===== config.mk =====
export PLATFORM = sky130hd
export DESIGN_NAME = bcd_seg_scan_2digit
export DESIGN_NICKNAME = d
export VERILOG_FILES = /design/src/rtl/bcd_seg_scan_2digit.sv
export SDC_FILE = /design/constraint.sdc
export NUM_CORES = 1
export LEC_CHECK = 0
export CORE_MARGIN = 4
export CORE_UTILIZATION = 38
export DETAILED_ROUTE_END_ITERATION = 6
export PLACE_DENSITY = 0.57
export RECOVER_POWER = 25
export SETUP_SLACK_MARGIN = 0.5
export SLEW_MARGIN = 20
export SYNTH_ARGS = -nofsm -noshare
export SYNTH_HDL_FRONTEND = slang
export SYNTH_SLANG_ARGS = --single-unit

===== constraint.sdc =====
create_clock -name clk -period 3.4 [get_ports clk]
set_clock_uncertainty 0.2 [all_clocks]
set_input_delay 0.68 -clock clk [delete_from_list [all_inputs] [get_ports clk]]
set_output_delay 0.68 -clock clk [all_outputs]
set_load 0.1 [all_outputs]

===== src/rtl/bcd_seg_scan_2digit.sv =====
// bcd_seg_scan_2digit
// Drives a multiplexed two-digit seven-segment display from a 5-bit BCD word
// (tens bit plus ones digit). A four-state scan cycle lights the ones digit, goes
// dark for a gap, lights the tens digit, and goes dark for a second gap. The shown
// value is latched only at the frame boundary, so a frame never mixes two values.
//
// Ports:
//   clk         system clock, rising edge
//   rst_n       asynchronous active-low reset
//   bcd         bcd[4] = tens digit (0/1), bcd[3:0] = ones digit
//   valid       bcd is meaningful this cycle; captured into the pending word
//   blank_lead  1 = tens digit dark when it is 0 (sampled live)
//   seg         segment drive, seg[0]=a .. seg[6]=g, polarity per ACTIVE_LOW
//   dig_sel     digit enable, [0]=ones, [1]=tens, polarity per ACTIVE_LOW
//   frame_start one-cycle pulse on the edge that enters the ones slot
module bcd_seg_scan_2digit #(
  parameter int unsigned SCAN_DIV   = 50000,
  parameter int unsigned GAP_CYC    = 4,
  parameter int unsigned ACTIVE_LOW = 1
) (
  input  logic       clk,
  input  logic       rst_n,
  input  logic [4:0] bcd,
  input  logic       valid,
  input  logic       blank_lead,
  output logic [6:0] seg,
  output logic [1:0] dig_sel,
  output logic       frame_start
);

  localparam int unsigned MaxLen = (SCAN_DIV > GAP_CYC) ? SCAN_DIV : GAP_CYC;
  localparam int unsigned CntW   = (MaxLen > 1) ? $clog2(MaxLen) : 1;

  localparam logic [CntW-1:0] ScanLast = CntW'(SCAN_DIV - 1);
  localparam logic [CntW-1:0] GapLast  = CntW'(GAP_CYC - 1);

  localparam logic [6:0] SegOff = (ACTIVE_LOW != 0) ? 7'h7F : 7'h00;
  localparam logic [1:0] DigOff = (ACTIVE_LOW != 0) ? 2'b11 : 2'b00;

  typedef enum logic [1:0] {
    StOnes,
    StGapA,
    StTens,
    StGapB
  } state_e;

  state_e          state_q, state_d;
  logic [CntW-1:0] cnt_q, cnt_d;
  logic [4:0]      pend_q, pend_d;
  logic            pend_ok_q, pend_ok_d;
  logic [4:0]      disp_q, disp_d;
  logic            disp_ok_q, disp_ok_d;
  logic [6:0]      seg_q, seg_d;
  logic [1:0]      dig_sel_q, dig_sel_d;
  logic            frame_start_q, frame_start_d;

  logic [CntW-1:0] cnt_last;
  logic            at_last;
  logic            boundary;
  logic [6:0]      glyph;
  logic [1:0]      dig_on;

  // Active-high glyphs, bit order g..a; non-decimal codes show a dash.
  function automatic logic [6:0] ones_glyph(input logic [3:0] d);
    logic [6:0] g;
    case (d)
      4'd0:    g = 7'h3F;
      4'd1:    g = 7'h06;
      4'd2:    g = 7'h5B;
      4'd3:    g = 7'h4F;
      4'd4:    g = 7'h66;
      4'd5:    g = 7'h6D;
      4'd6:    g = 7'h7D;
      4'd7:    g = 7'h07;
      4'd8:    g = 7'h7F;
      4'd9:    g = 7'h6F;
      default: g = 7'h40;
    endcase
    return g;
  endfunction

  always_comb begin
    cnt_last = ((state_q == StOnes) || (state_q == StTens)) ? ScanLast : GapLast;
    at_last  = (cnt_q == cnt_last);
    boundary = at_last && (state_q == StGapB);

    state_d = state_q;
    cnt_d   = cnt_q + 1'b1;
    if (at_last) begin
      cnt_d = '0;
      case (state_q)
        StOnes:  state_d = StGapA;
        StGapA:  state_d = StTens;
        StTens:  state_d = StGapB;
        default: state_d = StOnes;
      endcase
    end

    pend_d    = valid ? bcd : pend_q;
    pend_ok_d = valid | pend_ok_q;

    // The boundary takes the pending word as it stood before this edge, so a
    // coincident valid lands in pend only and is shown one frame later.
    disp_d    = boundary ? pend_q : disp_q;
    disp_ok_d = boundary ? pend_ok_q : disp_ok_q;

    // Outputs follow the next state so they switch on the same edge as the FSM.
    glyph  = 7'h00;
    dig_on = 2'b00;
    if (disp_ok_d) begin
      case (state_d)
        StOnes: begin
          glyph  = ones_glyph(disp_d[3:0]);
          dig_on = 2'b01;
        end
        StTens: begin
          dig_on = 2'b10;
          if (disp_d[4]) begin
            glyph = 7'h06;
          end else if (!blank_lead) begin
            glyph = 7'h3F;
          end
        end
        default: begin
          glyph  = 7'h00;
          dig_on = 2'b00;
        end
      endcase
    end

    seg_d         = (ACTIVE_LOW != 0) ? ~glyph : glyph;
    dig_sel_d     = (ACTIVE_LOW != 0) ? ~dig_on : dig_on;
    frame_start_d = boundary;
  end

  always_ff @(posedge clk or negedge rst_n) begin
    if (!rst_n) begin
      state_q       <= StGapB;
      cnt_q         <= '0;
      pend_q        <= '0;
      pend_ok_q     <= 1'b0;
      disp_q        <= '0;
      disp_ok_q     <= 1'b0;
      seg_q         <= SegOff;
      dig_sel_q     <= DigOff;
      frame_start_q <= 1'b0;
    end else begin
      state_q       <= state_d;
      cnt_q         <= cnt_d;
      pend_q        <= pend_d;
      pend_ok_q     <= pend_ok_d;
      disp_q        <= disp_d;
      disp_ok_q     <= disp_ok_d;
      seg_q         <= seg_d;
      dig_sel_q     <= dig_sel_d;
      frame_start_q <= frame_start_d;
    end
  end

  assign seg         = seg_q;
  assign dig_sel     = dig_sel_q;
  assign frame_start = frame_start_q;

endmodule


==> flow_metrics.tcl <==
set metrics [dict create \
    setup_tns_ns 0 \
    post-layout-total-power_uw 878 \
    design.portCount 19 \
    drive_gt1_share_pct 28.8 \
    cpPeakStageDelay_ns 0.54 \
    critical_path.max_fanout 7 \
    synth_sequential_area_ratio_pct 49.7 \
    syn-instance-count 185 \
    routed_wire_length_per_instance_um 14.6 \
    antenna_found_initial 0 \
    timing.rr.start "cnt_q[8]" \
    syn_nets 201 \
    synth_area_leader_cell "sky130_fd_sc_hd__dfrtp_1" \
    chipHeight_um 81.3 \
    drt_pre_antenna_iters 4 \
    timing.setup.critical_path_class "reg2reg" \
    drt.antenna.violating_nets 0 \
    final-max-slew-violation-count 41 \
    post_synth_most_frequent_cells "29 x sky130_fd_sc_hd__dfrtp_1, 24 x sky130_fd_sc_hd__nor2_1, 17 x sky130_fd_sc_hd__nand2_1" \
    rr_endpoint "seg[4]" \
    cp-startpoint "cnt_q[8]" \
    post_synth_num_cell_types 41 \
    routed-via-count 1450 \
    synth.top_cells.by_area "sky130_fd_sc_hd__dfrtp_1 36%, sky130_fd_sc_hd__dfstp_2 14%, sky130_fd_sc_hd__mux2_2 5.5%" \
    worst_ep_arrival_time_ns 2.77 \
    critPathSlowestCell "sky130_fd_sc_hd__or4_4" \
    max_cap_viol_count 1 \
    clock_tree.htree_level_count 2 \
    grt_setup_unrepaired "false" \
    synth.most_common_cell "sky130_fd_sc_hd__dfrtp_1" \
    fill_cells 478 \
    synth_ff_type "sky130_fd_sc_hd__dfrtp_1" \
    cts-buffers-inserted 5 \
    endpoint_kind "flip-flop" \
    die_outline_area_sq_um 6610 \
    timing.critical_path.cells "nand4_1 > or4_4 > a21oi_4 > mux2_2 > inv_1 > ha_1 > nand4bb_1 > a31oi_1 > o21ai_0" \
    yosys.area.top_type_share_pct 35.5 \
    min_path_type "reg2reg" \
    final_net_count 227 \
    violations "capacitance limit, slew limit" \
    die_width_um 81.3 \
    critical_path.endpoint "seg[4]" \
    grt-ovfl-total 0 \
    drc_violation_total_after_the_first_tritonroute_iteration 77 \
    synth-warning-count 0 \
    ctsRootBufferMaster "sky130_fd_sc_hd__clkbuf_8" \
    grt_max_degree 41 \
    clock_insertion_delay_worst_skew_ns 0.29 \
    worstRegToRegCells 9 \
    power_density_nw_per_um2 364 \
    tightestPinTransition_ns 2.09 \
    drcViolationCount 0 \
    routed_via_density 5.14 \
    cts_hold_buffers 0 \
    period_needed_ns 2.75 \
    cp_top_family "simple AND/OR/NAND/NOR gates" \
    clkSlewWorstSetupHoldPaths_ns 0.08 \
    global_route.usage.total_pct 13.6 \
    numClockSinks 40 \
    num_antenna_cells 0 \
    layout-area-overhead-vs-synth_pct 18.0 \
    critical_path_cell_count 9 \
    grt_pass1_vias 1427 \
    placement.io_buffers 18 \
    finalCritPeriodShare_pct 81.0 \
    floorplan.initialDensity_pct 39.5 \
    max-clock-path-buffers 2 \
    number_of_register_bits_inferred_by_synthesis 40 \
    first_pass_grt_wire_length_um 6870 \
    synth-edff-count 0 \
    fp.coreArea_sq_um 5170 \
    leakage_nw 0.976 \
    finalWeightedCongestion 0.928 \
    maxClockFrequency_mhz 363 \
    syn-cell-area_sq_um 2040 \
    cp_num_buf_inv 1 \
    worstPathRequired_ns 3.41 \
    ir_worst_vdd_uv 156 \
    max-slew-margin-rel_pct -39.3 \
    place.detailed.hpwl_um 2950 \
    post_synth.cell_area_avg_sq_um 11.0 \
    async_flop_share_pct 100 \
    routed_wl_um 4120 \
    crit_path_start_kind "flip-flop" \
    run_status "finished with violations" \
    row_count 26 \
    setup_viol 0 \
    cts_tree "yes" \
    rrSetupSlack_ns 0.65 \
    report.final.hold_viol_count 0 \
]
==> flip-flops by register name, summed over array words and instances, names as in the netlist <==
| register | count |
|---|---|
| cnt_q | 16 |
| seg | 7 |
| disp_q | 5 |
| pend_q | 5 |
| dig_sel | 2 |
| state_q | 2 |
| disp_ok_q | 1 |
| frame_start | 1 |
| pend_ok_q | 1 |
==> worst min-delay path by stage <==
stage                            to  cells after the start  slack [ns]  startpoint
final                     pend_ok_q                      1        0.27   pend_ok_q
after floorplan            cnt_q[0]                      0        0.18       rst_n
after detailed placement  pend_ok_q                      1        0.26   pend_ok_q
after global routing      pend_ok_q                      1        0.30   pend_ok_q
after CTS                 pend_ok_q                      1        0.28   pend_ok_q
after global placement    pend_ok_q                      1        0.26   pend_ok_q
==> cells in the final DEF, fill, tap and decap left out, types with 3 or more instances in the layout <==
cell type                         synthesis  layout
sky130_fd_sc_hd__ha_1                     7       7
sky130_fd_sc_hd__nand3_1                  4       4
sky130_fd_sc_hd__buf_4                    0      14
sky130_fd_sc_hd__a211oi_1                 3       3
sky130_fd_sc_hd__xnor2_1                  7       7
sky130_fd_sc_hd__nand2_1                 17      17
sky130_fd_sc_hd__nor2_1                  24      24
sky130_fd_sc_hd__clkdlybuf4s50_1          0       7
sky130_fd_sc_hd__o21ai_0                  4       4
sky130_fd_sc_hd__inv_1                   10      10
sky130_fd_sc_hd__o211ai_1                 4       4
sky130_fd_sc_hd__dfstp_2                 11      11
sky130_fd_sc_hd__dfrtp_1                 29      27
sky130_fd_sc_hd__mux2_2                  10      10
sky130_fd_sc_hd__clkbuf_8                 0       5
sky130_fd_sc_hd__a21oi_1                  4       4
sky130_fd_sc_hd__xor2_1                   6       6
sky130_fd_sc_hd__mux2i_1                  9       9
==> worst register-to-register path: cells and delay by family (launching register included) <==
family | cells | cell delay (ns)
compound gates | 3 | 0.55
fa+ha+maj | 1 | 0.23
buf+inv | 1 | 0.08
flops | 1 | 0.44
mux | 1 | 0.38
simple gates | 3 | 0.79
==> kinds of logic after synthesis <==
group	share of synthesized area, %
multiplexers	11.4
AND/OR/NAND/NOR	16.0
buffers and inverters	3.19
adder cells (fa/ha/maj)	4.29
flip-flops	49.7
AO/OA/AOI/OAI	9.87
XOR/XNOR	5.58
==> layout make-up <==
class                           instances  area, sq um  area share (%)
Clock buffer                            6         93.8            3.90
Timing Repair Buffer                   22          179            7.43
Clock inverter                          2         12.5           0.519
Multi-Input combinational cell        132          981            40.7
Inverter                               10         37.5            1.56
Sequential cell                        40         1020            42.2
Tap cell                               70         87.6            3.64
==> routing by layer <==
layer	share of wire [%]	track usage, %	vias to the layer above	routed length (um)
li1	-	-	693	-
met1	44	17.5	711	1830
met2	49	21.8	38	2010
met3	5.0	3.88	8	208
met4	1.7	4.90	0	70
met5	0	0	-	0
==> timing repair <==
action | 4_1_cts | 5_1_grt
setup endpoints to repair | 0 | 7
resized for setup | 0 | 5
buffers inserted | 0 | 3
==> through the flow <==
stage | instance area (sq um) | instances | hold slack, ns | worst slack (ns) | utilization (%)
final | 2410 | 282 | 0.274 | 0.645 | 46.6
after global routing | 2410 | 282 | 0.300 | 0.314 | 46.6
after CTS | 2370 | 279 | 0.284 | 0.531 | 45.7
after detailed placement | 2260 | 271 | 0.264 | 0.534 | 43.7
after global placement | 2260 | 271 | 0.261 | 0.636 | 43.7
after floorplan | 2040 | 185 | 0.184 | 0.753 | -
==> report_power, final <==
part           internal, mW  total, mW  switching (mW)  leakage, nW
combinational        0.0150     0.0303          0.0153        0.437
sequential            0.482      0.491         0.00950        0.486
clock                 0.188      0.356           0.168       0.0523
total                 0.685      0.878           0.193        0.976
Power figures use the tool's default switching activity.
